$ cat src/rtl/text_line_renderer_pkg.sv
// Glyph geometry defines and shared types for the text line renderer.
// Optional wrap at a box width is enabled by defining TEXT_WRAP_EN.
`ifndef TEXT_LINE_RENDERER_DEFINES
`define TEXT_LINE_RENDERER_DEFINES
`define CHAR_BITES   8
`define X_BITES      8
`define Y_BITES      8
`define SQUARE_BITES 3
`define FONT_WIDTH   5
`define FONT_HEIGHT  7
`endif

package text_line_renderer_pkg;
   localparam int unsigned CHAR_W = `CHAR_BITES;
   localparam int unsigned X_W    = `X_BITES;
   localparam int unsigned Y_W    = `Y_BITES;
   localparam int unsigned SQ_W   = `SQUARE_BITES;
   localparam int unsigned CELL_W = `FONT_WIDTH + 1;
   localparam int unsigned CELL_H = `FONT_HEIGHT + 1;

   // Payload presented to the character renderer for one glyph.
   typedef struct packed {
      logic [CHAR_W-1:0] code;
      logic [X_W-1:0]    x;
      logic [Y_W-1:0]    y;
   } glyph_t;
endpackage

$ cat src/rtl/text_line_renderer_cursor.sv
// Text cursor: origin, pitch and current position with advance/newline controls.
module text_cursor
   import text_line_renderer_pkg::*;
(
   input  logic            clock,
   input  logic            resetn,
   input  logic            i_load,
   input  logic [X_W-1:0]  i_origin_x,
   input  logic [Y_W-1:0]  i_origin_y,
   input  logic [SQ_W-1:0] i_size,
   input  logic            i_newline,
   input  logic            i_advance,
   output logic [X_W-1:0]  o_cur_x,
   output logic [Y_W-1:0]  o_cur_y,
   output logic [X_W-1:0]  o_pitch_x,
   output logic [Y_W-1:0]  o_pitch_y,
   output logic [X_W-1:0]  o_origin_x
);
   logic [X_W-1:0] r_cur_x, r_pitch_x, r_org_x;
   logic [Y_W-1:0] r_cur_y, r_pitch_y;
   logic [X_W-1:0] w_base_x;

   // Newline and advance may combine: a wrapped space lands one pitch past the origin.
   assign w_base_x = i_newline ? r_org_x : r_cur_x;

   always_ff @(posedge clock or negedge resetn) begin
      if (!resetn) begin
         r_cur_x   <= '0;
         r_cur_y   <= '0;
         r_pitch_x <= '0;
         r_pitch_y <= '0;
         r_org_x   <= '0;
      end else if (i_load) begin
         r_org_x   <= i_origin_x;
         r_cur_x   <= i_origin_x;
         r_cur_y   <= i_origin_y;
         r_pitch_x <= X_W'(32'(i_size) * CELL_W);
         r_pitch_y <= Y_W'(32'(i_size) * CELL_H);
      end else begin
         if (i_newline || i_advance)
            r_cur_x <= w_base_x + (i_advance ? r_pitch_x : '0);
         if (i_newline)
            r_cur_y <= r_cur_y + r_pitch_y;
      end
   end

   assign o_cur_x    = r_cur_x;
   assign o_cur_y    = r_cur_y;
   assign o_pitch_x  = r_pitch_x;
   assign o_pitch_y  = r_pitch_y;
   assign o_origin_x = r_org_x;
endmodule

$ cat src/rtl/text_line_renderer.sv
// Walks a string in the text buffer and feeds the character renderer glyph by glyph.
// Define TEXT_WRAP_EN to wrap at box_width; otherwise glyphs overrunning the X range are skipped.
module text_line_renderer
   import text_line_renderer_pkg::*;
#(
   parameter int unsigned             ADDR_W       = 6,
   parameter logic [`CHAR_BITES-1:0]  NEWLINE_CODE = 8'h0A,
   parameter logic [`CHAR_BITES-1:0]  SPACE_CODE   = 8'h20
)(
   input  logic                     clock,
   input  logic                     resetn,
   input  logic                     start,
   input  logic [ADDR_W-1:0]        length,
   input  logic [`X_BITES-1:0]      origin_x,
   input  logic [`Y_BITES-1:0]      origin_y,
   input  logic [`SQUARE_BITES-1:0] size,
   input  logic [`X_BITES-1:0]      box_width,
   output logic [ADDR_W-1:0]        text_addr,
   input  logic [`CHAR_BITES-1:0]   text_data,
   output logic [`CHAR_BITES-1:0]   char_code,
   output logic [`X_BITES-1:0]      char_x,
   output logic [`Y_BITES-1:0]      char_y,
   output logic                     char_enable,
   input  logic                     char_finished,
   output logic                     busy,
   output logic                     done
);
   typedef enum logic [2:0] {
      S_IDLE, S_FETCH, S_WAIT_DATA, S_DRAW, S_RELEASE, S_NEXT, S_FINISH
   } state_t;

   state_t            r_state, w_state_nxt;
   logic [ADDR_W-1:0] r_idx, w_idx_nxt, r_len, w_len_nxt, r_addr, w_addr_nxt;
   glyph_t            r_glyph, w_glyph_nxt;
   logic              r_enable, r_busy, r_done;
   logic              r_first, w_first_nxt, r_rel, w_rel_nxt;
   logic              w_load, w_newline, w_advance;
   logic [X_W-1:0]    w_cur_x, w_pitch_x, w_org_x;
   logic [Y_W-1:0]    w_cur_y, w_pitch_y;
   logic [X_W:0]      w_end_x, w_limit_x;
   logic              w_overflow;

   text_cursor u_cursor (
      .clock      (clock),
      .resetn     (resetn),
      .i_load     (w_load),
      .i_origin_x (origin_x),
      .i_origin_y (origin_y),
      .i_size     (size),
      .i_newline  (w_newline),
      .i_advance  (w_advance),
      .o_cur_x    (w_cur_x),
      .o_cur_y    (w_cur_y),
      .o_pitch_x  (w_pitch_x),
      .o_pitch_y  (w_pitch_y),
      .o_origin_x (w_org_x)
   );

   assign w_end_x = {1'b0, w_cur_x} + {1'b0, w_pitch_x};

`ifdef TEXT_WRAP_EN
   logic [X_W-1:0] r_box;

   always_ff @(posedge clock or negedge resetn) begin
      if (!resetn)     r_box <= '0;
      else if (w_load) r_box <= box_width;
   end

   assign w_limit_x = {1'b0, w_org_x} + {1'b0, r_box};
`else
   logic w_unused_sink;

   assign w_unused_sink = ^{box_width, w_org_x, w_pitch_y};
   assign w_limit_x     = (X_W+1)'(1 << X_W);
`endif

   assign w_overflow = (w_end_x > w_limit_x);

   always_ff @(posedge clock or negedge resetn) begin
      if (!resetn) r_state <= S_IDLE;
      else         r_state <= w_state_nxt;
   end

   // Next state plus next values of every registered output.
   always_comb begin
      w_state_nxt = r_state;
      w_idx_nxt   = r_idx;
      w_len_nxt   = r_len;
      w_addr_nxt  = r_addr;
      w_glyph_nxt = r_glyph;
      w_first_nxt = 1'b0;
      w_rel_nxt   = r_rel;
      w_load      = 1'b0;
      w_newline   = 1'b0;
      w_advance   = 1'b0;
      case (r_state)
         S_IDLE: begin
            if (start) begin
               w_load      = 1'b1;
               w_len_nxt   = length;
               w_idx_nxt   = '0;
               w_state_nxt = (length == '0) ? S_FINISH : S_FETCH;
            end
         end
         S_FETCH: w_state_nxt = S_WAIT_DATA;
         S_WAIT_DATA: begin
            w_glyph_nxt.code = text_data;
            if (text_data == NEWLINE_CODE) begin
               w_newline   = 1'b1;
               w_state_nxt = S_NEXT;
            end else if (text_data == SPACE_CODE) begin
               w_advance   = 1'b1;
`ifdef TEXT_WRAP_EN
               w_newline   = w_overflow;
`endif
               w_state_nxt = S_NEXT;
            end else begin
`ifdef TEXT_WRAP_EN
               w_newline     = w_overflow;
               w_glyph_nxt.x = w_overflow ? w_org_x : w_cur_x;
               w_glyph_nxt.y = w_overflow ? (w_cur_y + w_pitch_y) : w_cur_y;
               w_first_nxt   = 1'b1;
               w_state_nxt   = S_DRAW;
`else
               if (w_overflow) begin
                  w_advance   = 1'b1;
                  w_state_nxt = S_NEXT;
               end else begin
                  w_glyph_nxt.x = w_cur_x;
                  w_glyph_nxt.y = w_cur_y;
                  w_first_nxt   = 1'b1;
                  w_state_nxt   = S_DRAW;
               end
`endif
            end
         end
         S_DRAW: begin
            if (!r_first && char_finished) begin
               w_rel_nxt   = 1'b0;
               w_state_nxt = S_RELEASE;
            end
         end
         S_RELEASE: begin
            if (!r_rel) begin
               w_rel_nxt = 1'b1;
            end else begin
               w_advance   = 1'b1;
               w_state_nxt = S_NEXT;
            end
         end
         S_NEXT: begin
            w_idx_nxt   = r_idx + ADDR_W'(1);
            w_state_nxt = (w_idx_nxt == r_len) ? S_FINISH : S_FETCH;
         end
         S_FINISH: w_state_nxt = S_IDLE;
         default:  w_state_nxt = S_IDLE;
      endcase
      if (w_state_nxt == S_FETCH)
         w_addr_nxt = w_idx_nxt;
   end

   always_ff @(posedge clock or negedge resetn) begin
      if (!resetn) begin
         r_idx    <= '0;
         r_len    <= '0;
         r_addr   <= '0;
         r_glyph  <= '0;
         r_first  <= 1'b0;
         r_rel    <= 1'b0;
         r_enable <= 1'b0;
         r_busy   <= 1'b0;
         r_done   <= 1'b0;
      end else begin
         r_idx    <= w_idx_nxt;
         r_len    <= w_len_nxt;
         r_addr   <= w_addr_nxt;
         r_glyph  <= w_glyph_nxt;
         r_first  <= w_first_nxt;
         r_rel    <= w_rel_nxt;
         r_enable <= (w_state_nxt == S_DRAW);
         r_busy   <= (w_state_nxt != S_IDLE);
         r_done   <= (w_state_nxt == S_FINISH);
      end
   end

   assign text_addr   = r_addr;
   assign char_code   = r_glyph.code;
   assign char_x      = r_glyph.x;
   assign char_y      = r_glyph.y;
   assign char_enable = r_enable;
   assign busy        = r_busy;
   assign done        = r_done;
endmodule

$ cat config.mk
export PLATFORM = sky130hd
export DESIGN_NAME = text_line_renderer
export DESIGN_NICKNAME = d
export VERILOG_FILES = /design/src/rtl/text_line_renderer_pkg.sv /design/src/rtl/text_line_renderer_cursor.sv /design/src/rtl/text_line_renderer.sv
export SDC_FILE = /design/constraint.sdc
export NUM_CORES = 1
export LEC_CHECK = 0
export CELL_PAD_IN_SITES_DETAIL_PLACEMENT = 0
export CELL_PAD_IN_SITES_GLOBAL_PLACEMENT = 1
export CORE_ASPECT_RATIO = 1.75
export CORE_MARGIN = 8
export CORE_UTILIZATION = 36
export CTS_CLUSTER_SIZE = 14
export DETAILED_ROUTE_END_ITERATION = 10
export GPL_TIMING_DRIVEN = 0
export PLACE_DENSITY_LB_ADDON = 0.1
export SYNTH_ARGS = -nofsm -noshare
export SYNTH_HDL_FRONTEND = slang
export SYNTH_SLANG_ARGS = --single-unit
export TNS_END_PERCENT = 100
$ cat constraint.sdc
create_clock -name clock -period 6.5 [get_ports clock]
set_clock_uncertainty 0.15 [all_clocks]
set_input_delay 1.3 -clock clock [delete_from_list [all_inputs] [get_ports clock]]
set_output_delay 1.3 -clock clock [all_outputs]
set_load 0.02 [all_outputs]
* After elaboration in Yosys (flattened, before gate mapping) *
Cells that the tools add are included.

storage, ports and cells
  register bits = 82
  bits in latches = 0
  bits in writable memories = 0
  bits in read-only memories = 0
  input bits = 45
  output and inout port bits = 33
  logic and storage cells = 82
  memories kept = 0

cells by class
  add/subtract/negate cells = 4
  multipliers = 1
  div/mod/pow operators = 0
  magnitude comparators = 1
  equal/unequal tests = 12
  shifts and indexed selects = 0
  multiplexer cells = 32
  bitwise logic cells = 3
  reductions and logical operators = 12

operators with widths
  kind                                                                   number
  8-bit 2-to-1 mux                                                       5
  3-bit 2-to-1 mux                                                       8
  3-bit case mux with 6 select lines                                     1
  1-bit 2-to-1 mux                                                       13
  6-bit 2-to-1 mux                                                       2
  6-bit case mux with 2 select lines                                     1
  8-bit by 6-bit adder with 9-bit output                                 1
  3-bit by 2-bit equality test with 1-bit output, second input constant  3
  3-bit equality test, second input constant                             3
  9-bit > comparator, second input constant                              1
  8-bit by 6-bit adder with 8-bit output                                 1
  8-bit adder                                                            1
  8-bit by 4-bit equality test with 1-bit output, second input constant  1
  8-bit by 6-bit equality test with 1-bit output, second input constant  1
  6-bit by 1-bit adder with 6-bit output, second input constant          1
  3-bit by 1-bit equality test with 1-bit output, second input constant  2
  6-bit equality test                                                    1
  6-bit zero test                                                        1
  2-bit nonzero test                                                     3
  3-bit by 2-bit multiplier with 5-bit output, second input constant     1
  1-bit case mux with 2 select lines                                     2
  2-bit AND reduction                                                    2
  4-bit AND reduction                                                    1
  3-bit zero test                                                        1
  6 further kinds                                                        8

* Logic depth before layout (Yosys ltp) *
Gate-level depths: netlist of run 1.

  depth in word-level cells = 10
  gate-level depth with buffers = 19
  gate-level depth less buffers = 19

* Cells and area by module *
A second synthesis of run 1 with hierarchy kept.

unflattened totals
  cell total of the unflattened synthesis = 417
  area, all modules = 4408.0 um2

by module, submodules not included
  module              instances  cells each  area each (um2)  sequential area each (um2)
  text_line_renderer  1          253         2593.7           1251.2
  text_cursor         1          164         1814.2           775.7

* Least setup slack after synthesis of run 1 *
OpenSTA, ideal clock, no wires.

  kind = input to register
  from = input text_data[2]
  to = register u_cursor.r_cur_x[7], in the netlist u_cursor.o_cur_x[7]
  setup time = 0.133 ns
  data arrival time = 4.218 ns
  data required time = 6.217 ns
  slack = 1.999 ns
  cell stages on the path = 15
  buffers on the path = 1
  path through = or4_4 or2_1 or3_1 buf_2 nand2_1 nand2_1 ha_1 fa_1 a211oi_1 o21bai_1 nand2_1 xnor2_1 and3_1 a2111oi_2 a21oi_1

between the ends
  cells in the longest elaborated chain, start to end = 8
  elaborated cells on any way between the ends = 14
  classes of those cells = add/sub: 1; eq/ne: 2; mux: 9; reduce/logical: 2

RTL lines
  item                                            line                             text
  start: declaration                              text_line_renderer.sv:19         input logic [`CHAR_BITES-1:0] text_data,
  8-bit by 6-bit equality test with 1-bit output  text_line_renderer.sv:111        end else if (text_data == SPACE_CODE) begin
  1-bit 2-to-1 mux                                text_line_renderer.sv:111
  1-bit 2-to-1 mux                                text_line_renderer.sv:108        if (text_data == NEWLINE_CODE) begin
  1-bit case mux with 2 select lines              text_line_renderer.sv:96         case (r_state)
  6-bit 2-to-1 mux                                text_line_renderer_cursor.sv:41  r_cur_x <= w_base_x + (i_advance ? r_pitch_x : '0);
  8-bit adder                                     text_line_renderer_cursor.sv:41
  8-bit 2-to-1 mux                                text_line_renderer_cursor.sv:40  if (i_newline || i_advance)
  8-bit 2-to-1 mux                                text_line_renderer_cursor.sv:33  end else if (i_load) begin
  end signal: assignment                          text_line_renderer_cursor.sv:35  r_cur_x <= i_origin_x;
  end signal: assignment                          text_line_renderer_cursor.sv:41
  end: declaration                                text_line_renderer_cursor.sv:19  logic [X_W-1:0] r_cur_x, r_pitch_x, r_org_x;

Parallel ways exist; a longest one is shown, timed or not. The select of a mux whose other input is x is not followed.
A chain may end at the register's enable or synchronous reset.

* Worst setup path in the final report of run 1 *
Ends and elaborated chain as after synthesis.

==> impl_metrics.env, run 1 <==
export IMPL_comb_power_share=0.448
export IMPL_slew_limit_headroom=0.532
export IMPL_synth_compound_area_frac=0.0997
export IMPL_outcome="finished, final reports clean"
export IMPL_antenna_found_initial=0
export IMPL_vias=3301
export IMPL_clock_fmax_mhz=199
export IMPL_hp_start="u_cursor.o_cur_y[0]"
export IMPL_postCtsSetupBuffers=0
export IMPL_drive_gt1_frac=0.0906
export IMPL_grt_busiest_layer="met2"
export IMPL_whs_endpoint="u_cursor.o_cur_y[0]"
export IMPL_layout_setup_ws_ps=1490
export IMPL_met2_usage=0.263
export IMPL_coreArea_um2=11500
export IMPL_num_rows=52
export IMPL_grt_pass1_vias=3431
export IMPL_rsz0062_at_grt="false"
export IMPL_ir_worst_vdd_mv=0.190
export IMPL_worstPathMaxFanout=10
export IMPL_power_switching_share=0.383
export IMPL_drtAntennaViolNets=0
export IMPL_holdCritPathClass="reg -> reg"
export IMPL_worstPathArrival_ps=5080
export IMPL_grt_overflow=0
export IMPL_synth_seq_cells=81
export IMPL_area_growth_pct=29.0
export IMPL_nets=580
export IMPL_netlist_area_um2=4180
export IMPL_crit_start="text_data[2]"
export IMPL_synth_warnings=0
export IMPL_reg2reg_depth=18
export IMPL_p_int_mw=1.60
export IMPL_hold_depth=2
export IMPL_place_port_buffers=69
export IMPL_drcViolationCount=0
export IMPL_r2r_slack_ps=2100
export IMPL_final_cell_mix="nand2_1, dfrtp_1, clkdlybuf4s50_1, a21oi_1, nor2_1"
export IMPL_ys_seq_area_frac=0.485
export IMPL_synth_top_area_frac=0.485
export IMPL_synth_cell_types=49
export IMPL_hpwl_mm=8.16
export IMPL_post_route_min_period_ps=5010
export IMPL_cpMostUsedCell="nand2_1"
export IMPL_wl_per_cell_um=16.5
export IMPL_end_kind="flip-flop"
export IMPL_muxShareOfSynthArea=0.0689
export IMPL_finalCritPeriodShare=0.771
export IMPL_synth_edf_count=0
export IMPL_syn_area_per_cell_um2=9.65
export IMPL_synthSimpleGateAreaFrac=0.203
export IMPL_critPathLaunchType="input port"
export IMPL_worstPathRequired_ps=6570
export IMPL_firstDrtPassIters=4
export IMPL_final_util=0.471
export IMPL_cp_slowest_cell="or4_4"
export IMPL_power_density_nw_per_um2=481
export IMPL_antenna_diode_count=0
export IMPL_place_congestion=0.787
export IMPL_max_cap_violations=0
export IMPL_grt_use_total=0.144
export IMPL_p_switching_uw=994
export IMPL_clock_latency_ps=340
export IMPL_io_pins=78
export IMPL_grt_max_degree=48
export IMPL_ys_async_sr_fraction=1.00
export IMPL_synth_top_flop_cell="dfrtp_1"
export IMPL_htreeDepth=3
export IMPL_grtUsageMet3=0.0330
export IMPL_path_cells="clkdlybuf4s50_1 > or4_4 > or2_1 > or3_1 > buf_2 > nand2_1 > nand2_1 > ha_1 > fa_1 > a211oi_1 > o21bai_1 > nand2_1 > xnor2_1 > and3_1 > a2111oi_2 > a21oi_1"
export IMPL_fp_dieArea_um2=15400
export IMPL_crit_type="in -> reg"
export IMPL_hold_buffers=0
export IMPL_reg2reg_to="u_cursor.o_cur_x[7]"
export IMPL_tightest_slew_ps=699
export IMPL_clkPwrFrac=0.216
export IMPL_fp_dieW_um=97.4
export IMPL_slowest_delay_ps=560
export IMPL_cts_tree="yes"
export IMPL_tns_ps=0
export IMPL_yosys_area_share_adder=0.0701
export IMPL_cts_made_buffers=9
export IMPL_cts_resized_gates=0
export IMPL_initial_utilization=0.365
export IMPL_r2r_start="u_cursor.o_pitch_x[1]"
export IMPL_synth_top_family_by_area="simple AND/OR/NAND/NOR gates"
export IMPL_power_leakage_nw=2.47
export IMPL_yosysTopAreaCell="dfrtp_1"
export IMPL_slew_violations=0
export IMPL_hold_viol=0
export IMPL_synthCells=433
export IMPL_wl_mm=10.8
export IMPL_vias_per_cell=5.05
export IMPL_power_frac_seq=0.337
export IMPL_met1_usage=0.156
export IMPL_cts_buffer_depth=2
export IMPL_synthTopCellsByArea="dfrtp_1, nand2_1, ha_1"
export IMPL_first_iter_violations=76
export IMPL_grt_pass1_wl_mm=17.6
export IMPL_synthesis_nets=499
export IMPL_clk_pin_slew_ps=60
export IMPL_cts_root_buffer="clkbuf_16"
export IMPL_mostFrequentLayoutCell="nand2_1"
export IMPL_dp_cells=638
export IMPL_setup_violations=0
export IMPL_synth_xor_area_share=0.0440
export IMPL_layout_cells_non_filler=654
export IMPL_clock_sinks=81
export IMPL_post_place_ws_ps=1160
export IMPL_die_height_um=159
final cells by class:
cell class	instances	area [µm²]
Buffer	17	80.1
Clock inverter	7	100
Inverter	11	41.3
Multi-Input combinational cell	324	2030
Clock buffer	9	225
Sequential cell	81	2030
Fill cell	1139	6060
Tap cell	135	169
Timing Repair Buffer	70	716
synth_stat cells (all sizes together) (2+ instances only):
| library cell | n |
|---|---|
| dfrtp | 81 |
| clkbuf | 9 |
| xnor2 | 12 |
| nor3 | 6 |
| or3 | 3 |
| xor2 | 9 |
| o211ai | 3 |
| and3 | 3 |
| ha | 17 |
| nor2b | 9 |
| nand3 | 15 |
| mux2i | 4 |
| a21o | 5 |
| nor4 | 4 |
| nand2 | 122 |
| nand2b | 2 |
| nor2 | 20 |
| or2 | 2 |
| inv | 11 |
| o21ai | 19 |
| mux2 | 22 |
| a211oi | 3 |
| o21bai | 2 |
| a21oi | 21 |
| buf | 8 |
| fa | 4 |
| a31oi | 5 |
layer usage:
layer  vias up  share of wire
li1       1622              -
met1      1607           0.40
met2        52           0.55
met3        20          0.030
met4         0          0.023
met5         -              0
critical path, delay by kind of cell:
| family | cells | cell delay (ps) |
|---|---|---|
| and+or+nand+nor | 7 | 1710 |
| AOI/OAI and AO/OA | 4 | 690 |
| buffers and inverters | 2 | 660 |
| xor gates and xnor gates | 1 | 60 |
| adders and majority gates | 2 | 640 |
state kept, by name (all words and copies together), names as in the netlist, 2 cells and up:
signal	flops
char_code	8
char_x	8
char_y	8
r_idx	6
r_len	6
r_state	3
text_addr	6
u_cursor.o_cur_x	8
u_cursor.o_cur_y	8
u_cursor.o_origin_x	8
u_cursor.o_pitch_x	5
u_cursor.o_pitch_y	2
worst max-delay path by stage:
| stage | to | depth (start not counted) | slack [ps] |
|---|---|---|---|
| 4_1_cts | u_cursor.o_cur_x[7] | 16 | 1490 |
| 5_1_grt | u_cursor.o_cur_x[7] | 16 | 1260 |
| 3_5_place_dp | u_cursor.o_cur_x[7] | 16 | 1160 |
| 2_1_floorplan | u_cursor.o_cur_x[7] | 15 | 2000 |
| 3_3_place_gp | char_x[3] | 1 | 940 |
| 6_report | u_cursor.o_cur_x[7] | 16 | 1490 |
power by group through the flow:
stage | Sequential (mW) | Clock [mW] | Combinational (mW)
after global placement | 0.883 | 0 | 1.16
after floorplan | 0.958 | 0 | 0.670
after CTS | 0.877 | 0.576 | 1.18
after global routing | 0.905 | 0.596 | 1.29
final | 0.873 | 0.559 | 1.16
after detailed placement | 0.886 | 0 | 1.17
kinds of logic (layout without fill, tap and decap cells):
kind of cell | Yosys count | after routing
buffers and inverters | 28 | 114
adder cells (fa/ha/maj) | 21 | 21
flip-flops | 81 | 81
multiplexers | 26 | 26
AND/OR/NAND/NOR | 192 | 192
AO/OA/AOI/OAI | 64 | 64
XOR/XNOR | 21 | 21
metrics by stage:
step / power [mW] / hold slack [ps] / area [µm²]
finish: 2.59 / 323 / 5390
global route: 2.79 / 345 / 5390
CTS: 2.64 / 328 / 5390
detailed placement: 2.06 / 312 / 5060
global placement: 2.04 / 305 / 5040
floorplan: 1.63 / 290 / 4180
(Power assumes the default switching activity.)
==> run 2: changes to the inputs <==
clock period = 4 ns   (was 6.5 ns; I/O delays follow)
==> run 2 against run 1 <==
  * Combinational power increased by 70%
  * Sequential cell count unchanged
  * Routed wire length increased by 6.2%
  * Critical path type unchanged
  * Critical endpoint unchanged
  * Largest cell class unchanged
==> impl_metrics.env, run 2 (synthesis results as in run 1) <==
export IMPL_worstPathRequired_ps=4060
export IMPL_wl_mm=11.5
export IMPL_fp_dieW_um=97.4
export IMPL_layout_setup_ws_ps=1.94
export IMPL_reg2reg_to="u_cursor.o_cur_x[7]"
export IMPL_cts_root_buffer="clkbuf_16"
export IMPL_critPathLaunchType="input port"
export IMPL_slew_limit_headroom=0.514
export IMPL_io_pins=78
export IMPL_tns_ps=0
export IMPL_power_density_nw_per_um2=760
export IMPL_place_congestion=0.788
export IMPL_r2r_start="u_cursor.o_pitch_x[1]"
export IMPL_final_util=0.494
export IMPL_drcViolationCount=0
export IMPL_antenna_diode_count=0
export IMPL_wl_per_cell_um=16.9
export IMPL_firstDrtPassIters=4
export IMPL_design_area_um2=5660
export IMPL_drive_gt1_frac=0.164
export IMPL_place_area_um2=5070
export IMPL_setup_violations=0
export IMPL_cpMostUsedCell="a21oi_2"
export IMPL_hpwl_mm=8.23
export IMPL_max_cap_violations=0
export IMPL_first_iter_violations=91
export IMPL_cts_made_buffers=9
export IMPL_worstPathArrival_ps=4060
export IMPL_clk_pin_slew_ps=60
export IMPL_clock_sinks=81
export IMPL_holdCritPathClass="in -> async"
export IMPL_fp_dieArea_um2=15400
export IMPL_clock_latency_ps=340
export IMPL_fillers=1121
export IMPL_r2r_slack_ps=60
export IMPL_crit_start="text_data[7]"
export IMPL_grt_use_total=0.151
export IMPL_reg2reg_depth=18
export IMPL_post_place_ws_ps=-764
export IMPL_ir_worst_vdd_mv=0.316
export IMPL_initial_utilization=0.365
export IMPL_power_leakage_nw=2.62
export IMPL_grt_pass1_vias=3682
export IMPL_nets=605
export IMPL_setup_worst_path_end="u_cursor.o_cur_x[7]"
export IMPL_hold_buffers=0
export IMPL_worstPathMaxFanout=4
export IMPL_end_kind="flip-flop"
export IMPL_place_port_buffers=69
export IMPL_cts_tree="yes"
export IMPL_grt_max_degree=68
export IMPL_post_route_min_period_ps=4000
export IMPL_cts_buffer_depth=2
export IMPL_clock_fmax_mhz=250
export IMPL_final_cell_mix="nand2_1, dfrtp_1, clkdlybuf4s50_1, buf_4"
export IMPL_coreArea_um2=11500
export IMPL_vias_per_cell=5.03
export IMPL_finalPower_mw=4.30
export IMPL_hold_viol=0
export IMPL_slew_violations=0
export IMPL_rsz0062_at_grt="true"
export IMPL_path_cells="clkdlybuf4s15_1 > or4_4 > or2_4 > or3_1 > a21oi_2 > a21oi_4 > buf_6 > nor2b_1 > ha_1 > a211oi_2 > o21bai_1 > buf_4 > a21oi_2 > nor3_2 > a2111oi_2 > a21oi_1"
export IMPL_grt_pass1_wl_mm=18.5
export IMPL_vias=3415
export IMPL_crit_type="in -> reg"
export IMPL_drtAntennaViolNets=0
export IMPL_area_growth_pct=35.4
export IMPL_cp_slowest_cell="or4_4"
export IMPL_mostFrequentLayoutCell="nand2_1"
export IMPL_grt_overflow=0
export IMPL_htreeDepth=3
export IMPL_outcome="finished, final reports clean"
export IMPL_slowest_delay_ps=500
export IMPL_tightest_slew_ps=727
export IMPL_num_rows=52
export IMPL_antenna_found_initial=0
export IMPL_finalCritPeriodShare=1.00
export IMPL_die_height_um=159
[run 2: layout make-up]
class / count / area, µm² / area share
multi-input cells: 324 / 2100 / 0.370
flip-flops and latches: 81 / 2030 / 0.358
repair buffers: 95 / 908 / 0.160
clock buffers: 10 / 239 / 0.0422
well taps: 135 / 169 / 0.0298
clock inverters: 6 / 90.1 / 0.0159
plain buffers: 17 / 90.1 / 0.0159
inverters: 11 / 41.3 / 0.00729
[run 2: per-stage QoR]
stage	std cells	hold WS, ps
5_1_grt	679	166
4_1_cts	671	161
3_3_place_gp	637	305
6_report	679	170
3_5_place_dp	638	307
2_1_floorplan	433	290
[run 2: worst min path at each step]
stage | start | end | slack, ps | cells after the start
5_1_grt | resetn | text_addr[5] | 170 | 1
2_1_floorplan | u_cursor.o_cur_y[0] | u_cursor.o_cur_y[0] | 290 | 2
6_report | resetn | text_addr[5] | 170 | 1
3_3_place_gp | u_cursor.o_cur_y[1] | u_cursor.o_cur_y[1] | 300 | 2
4_1_cts | resetn | u_cursor.o_cur_y[1] | 160 | 1
3_5_place_dp | u_cursor.o_cur_y[2] | u_cursor.o_cur_y[2] | 310 | 2
[run 2: power breakdown]
| part | internal [mW] | leakage, nW | switching, mW | total (mW) |
|---|---|---|---|---|
| logic | 0.898 | 1.45 | 1.07 | 1.97 |
| clock network | 0.566 | 0.159 | 0.350 | 0.917 |
| registers | 1.19 | 1.01 | 0.233 | 1.42 |
| total | 2.65 | 2.62 | 1.65 | 4.30 |
[run 2: timing repair]
item	4_1_cts	5_1_grt
pin swaps	16	14
setup buffers	17	8
endpoints found under the setup margin	3	7
gates resized for setup	25	6
[run 2: worst max-delay path: cells and delay by family]
kind / cells / cell delay (ps)
simple gates: 5 / 1360
fa+ha+maj: 1 / 300
buf+inv: 3 / 470
compound gates: 7 / 1140
[run 2: per-layer routing]
| metal | up-vias | wire, µm | track usage |
|---|---|---|---|
| met5 | - | 0 | 0 |
| met2 | 53 | 6280 | 0.285 |
| li1 | 1673 | - | - |
| met1 | 1676 | 4630 | 0.160 |
| met3 | 13 | 329 | 0.0300 |
| met4 | 0 | 220 | 0.0581 |
==> run 3: changes to the inputs <==
ABC_AREA = 1   (was unset)
CORE_UTILIZATION = 35   (was 36)
==> run 3 against run 2 <==
  * Clock-buffer cell count unchanged
  * Global-route usage increased by 0.91 points
  * Hold slack improved by 96 ps
  * Sequential cell count unchanged
  * First-iteration DRC count increased by 60%
  * Critical path type unchanged
  * Largest cell class unchanged
  * Largest power group unchanged
==> impl_metrics.env, run 3 <==
export IMPL_outcome="finished, final reports clean"
export IMPL_cts_root_buffer="clkbuf_16"
export IMPL_synthCells=562
export IMPL_layout_cells_non_filler=821
export IMPL_synth_edf_count=0
export IMPL_tightest_slew_ps=656
export IMPL_grt_max_degree=49
export IMPL_synth_cell_types=39
export IMPL_fillers=1281
export IMPL_firstDrtPassIters=4
export IMPL_multi_input_area_um2=2110
export IMPL_slew_limit_headroom=0.563
export IMPL_area_growth_pct=30.7
export IMPL_power_leakage_nw=2.83
export IMPL_post_place_ws_ps=-262
export IMPL_end_kind="flip-flop"
export IMPL_worstPathRequired_ps=4140
export IMPL_synthTopCellsByArea="dfrtp_1, nand2_1, o21ai_0"
export IMPL_wl_per_cell_um=15.3
export IMPL_final_cell_mix="nand2_1, dfrtp_1, clkdlybuf4s50_1, inv_1, o21ai_0"
export IMPL_ys_seq_area_frac=0.461
export IMPL_ir_worst_vdd_mv=0.259
export IMPL_synth_top_flop_cell="dfrtp_1"
export IMPL_wl_mm=12.5
export IMPL_final_util=0.465
export IMPL_fp_dieW_um=101
export IMPL_hold_viol=0
export IMPL_clock_latency_ps=340
export IMPL_place_area_um2=5320
export IMPL_dp_cells=800
export IMPL_power_density_nw_per_um2=758
export IMPL_synth_seq_cells=81
export IMPL_syn_area_per_cell_um2=7.83
export IMPL_grt_pass1_wl_mm=20.1
export IMPL_max_cap_violations=0
export IMPL_num_rows=54
export IMPL_worstPathMaxFanout=10
export IMPL_vias=3850
export IMPL_grt_use_total=0.160
export IMPL_cts_made_buffers=9
export IMPL_cts_buffer_depth=2
export IMPL_drcViolationCount=0
export IMPL_seq_area_um2=2030
export IMPL_die_height_um=164
export IMPL_vias_per_cell=4.69
export IMPL_synth_warnings=0
export IMPL_crit_type="in -> reg"
export IMPL_slew_violations=0
export IMPL_cts_tree="yes"
export IMPL_post_route_min_period_ps=3790
export IMPL_setup_violations=0
export IMPL_fp_dieArea_um2=16500
export IMPL_clock_sinks=81
export IMPL_rsz0062_at_grt="true"
export IMPL_netlist_area_um2=4400
export IMPL_finalCritPeriodShare=0.948
export IMPL_place_port_buffers=69
export IMPL_tns_ps=0
export IMPL_r2r_slack_ps=290
export IMPL_place_congestion=0.822
export IMPL_grt_overflow=0
export IMPL_design_area_um2=5750
export IMPL_synthesis_nets=628
export IMPL_coreArea_um2=12400
export IMPL_critPathLaunchType="input port"
export IMPL_drtAntennaViolNets=0
export IMPL_worstPathArrival_ps=3930
export IMPL_antenna_found_initial=0
export IMPL_grt_pass1_vias=4008
export IMPL_clock_fmax_mhz=264
export IMPL_htreeDepth=3
export IMPL_yosysTopAreaCell="dfrtp_1"
export IMPL_holdCritPathClass="in -> async"
export IMPL_whs_ps=266
export IMPL_finalPower_mw=4.36
export IMPL_initial_utilization=0.356
export IMPL_io_pins=78
export IMPL_synthMostInstantiatedCell="nand2_1"
export IMPL_mostFrequentLayoutCell="nand2_1"
export IMPL_synth_common_cells="nand2_1, dfrtp_1, inv_1, o21ai_0, nor2_1"
export IMPL_drive_gt1_frac=0.109
export IMPL_nets=714
export IMPL_first_iter_violations=146
export IMPL_hpwl_mm=9.82
export IMPL_antenna_diode_count=0
export IMPL_synth_top_area_frac=0.461
export IMPL_ys_async_sr_fraction=1.00
export IMPL_clk_pin_slew_ps=60
export IMPL_layout_setup_ws_ps=209
run 3: cell count changes in the layout (fill, tap and decap cells not counted), moves of 8 or more:
| cell | change |
|---|---|
| nor2b_1 | -9 |
| nand2_2 | +8 |
| inv_1 | +55 |
| buf_4 | -19 |
| nand2_1 | +71 |
| nand3_1 | +14 |
| mux2_1 | -8 |
| nor2_1 | +16 |
| xnor2_1 | -11 |
| o21ai_0 | +34 |
| mux2_2 | -14 |
run 3: final cells by class:
type | count | area share
multi-input combinational | 399 | 0.367
sequential | 81 | 0.353
timing repair buffer | 75 | 0.131
inverter | 70 | 0.0462
clock buffer | 10 | 0.0416
tap | 168 | 0.0366
clock inverter | 6 | 0.0159
buffer | 12 | 0.00893
run 3: layer usage:
layer	up-vias	part of all wire	GRT usage	wire, µm
met4	0	0.021	0.0671	259
met5	-	0	0	0
li1	1958	-	-	-
met2	71	0.56	0.308	7070
met1	1805	0.38	0.160	4740
met3	16	0.037	0.0314	459
run 3: timing repair:
| item | CTS | global route |
|---|---|---|
| gates resized for setup | 6 | 11 |
| setup endpoints to repair | 3 | 3 |
| pin swaps | 1 | 5 |
| setup buffers | 4 | 1 |
| hold buffers | 0 | 0 |
run 3: where the power goes:
part	switching, mW	total (mW)	internal [mW]	leakage (nW)
clock network	0.349	0.915	0.566	0.163
logic	1.27	2.06	0.794	1.65
registers	0.219	1.38	1.16	1.02
run 3: final timing paths:
| check | start | endpoint | cells past startpoint |
|---|---|---|---|
| hold reg to reg | text_addr[0] | text_addr[0] | 2 |
| min in group clock | text_addr[0] | text_addr[0] | 2 |
| setup / recovery | text_data[1] | u_cursor.o_cur_x[7] | 23 |
| hold / removal | resetn | char_code[5] | 1 |
| setup reg to reg | u_cursor.o_cur_x[1] | u_cursor.o_cur_x[7] | 30 |
| max in group asynchronous | resetn | u_cursor.o_pitch_x[1] | 2 |
run 3: cells by family after synthesis:
| group | synth area share |
|---|---|
| buf+inv | 0.0720 |
| simple gates | 0.298 |
| flops | 0.461 |
| compound gates | 0.0967 |
| xor+xnor | 0.00598 |
| fa+ha+maj | 0.0666 |
run 3: critical path, stage by stage:
cell and delay (ps):
clkdlybuf4s50_1 520, nand2_1 80, nor2_1 100, nand2_1 80
inv_1 170, nand2_4 110, clkbuf_1 270, nand2_1 140
o21ai_0 110, ha_2 220, fa_2 330, nand2_1 60
inv_1 60, o21ai_1 110, nand2_1 120, a21oi_1 160
or2_1 140, nor2_1 40, nor2_1 80, nand2_1 60
nand2_1 60, nand2_1 50, nand2_1 50
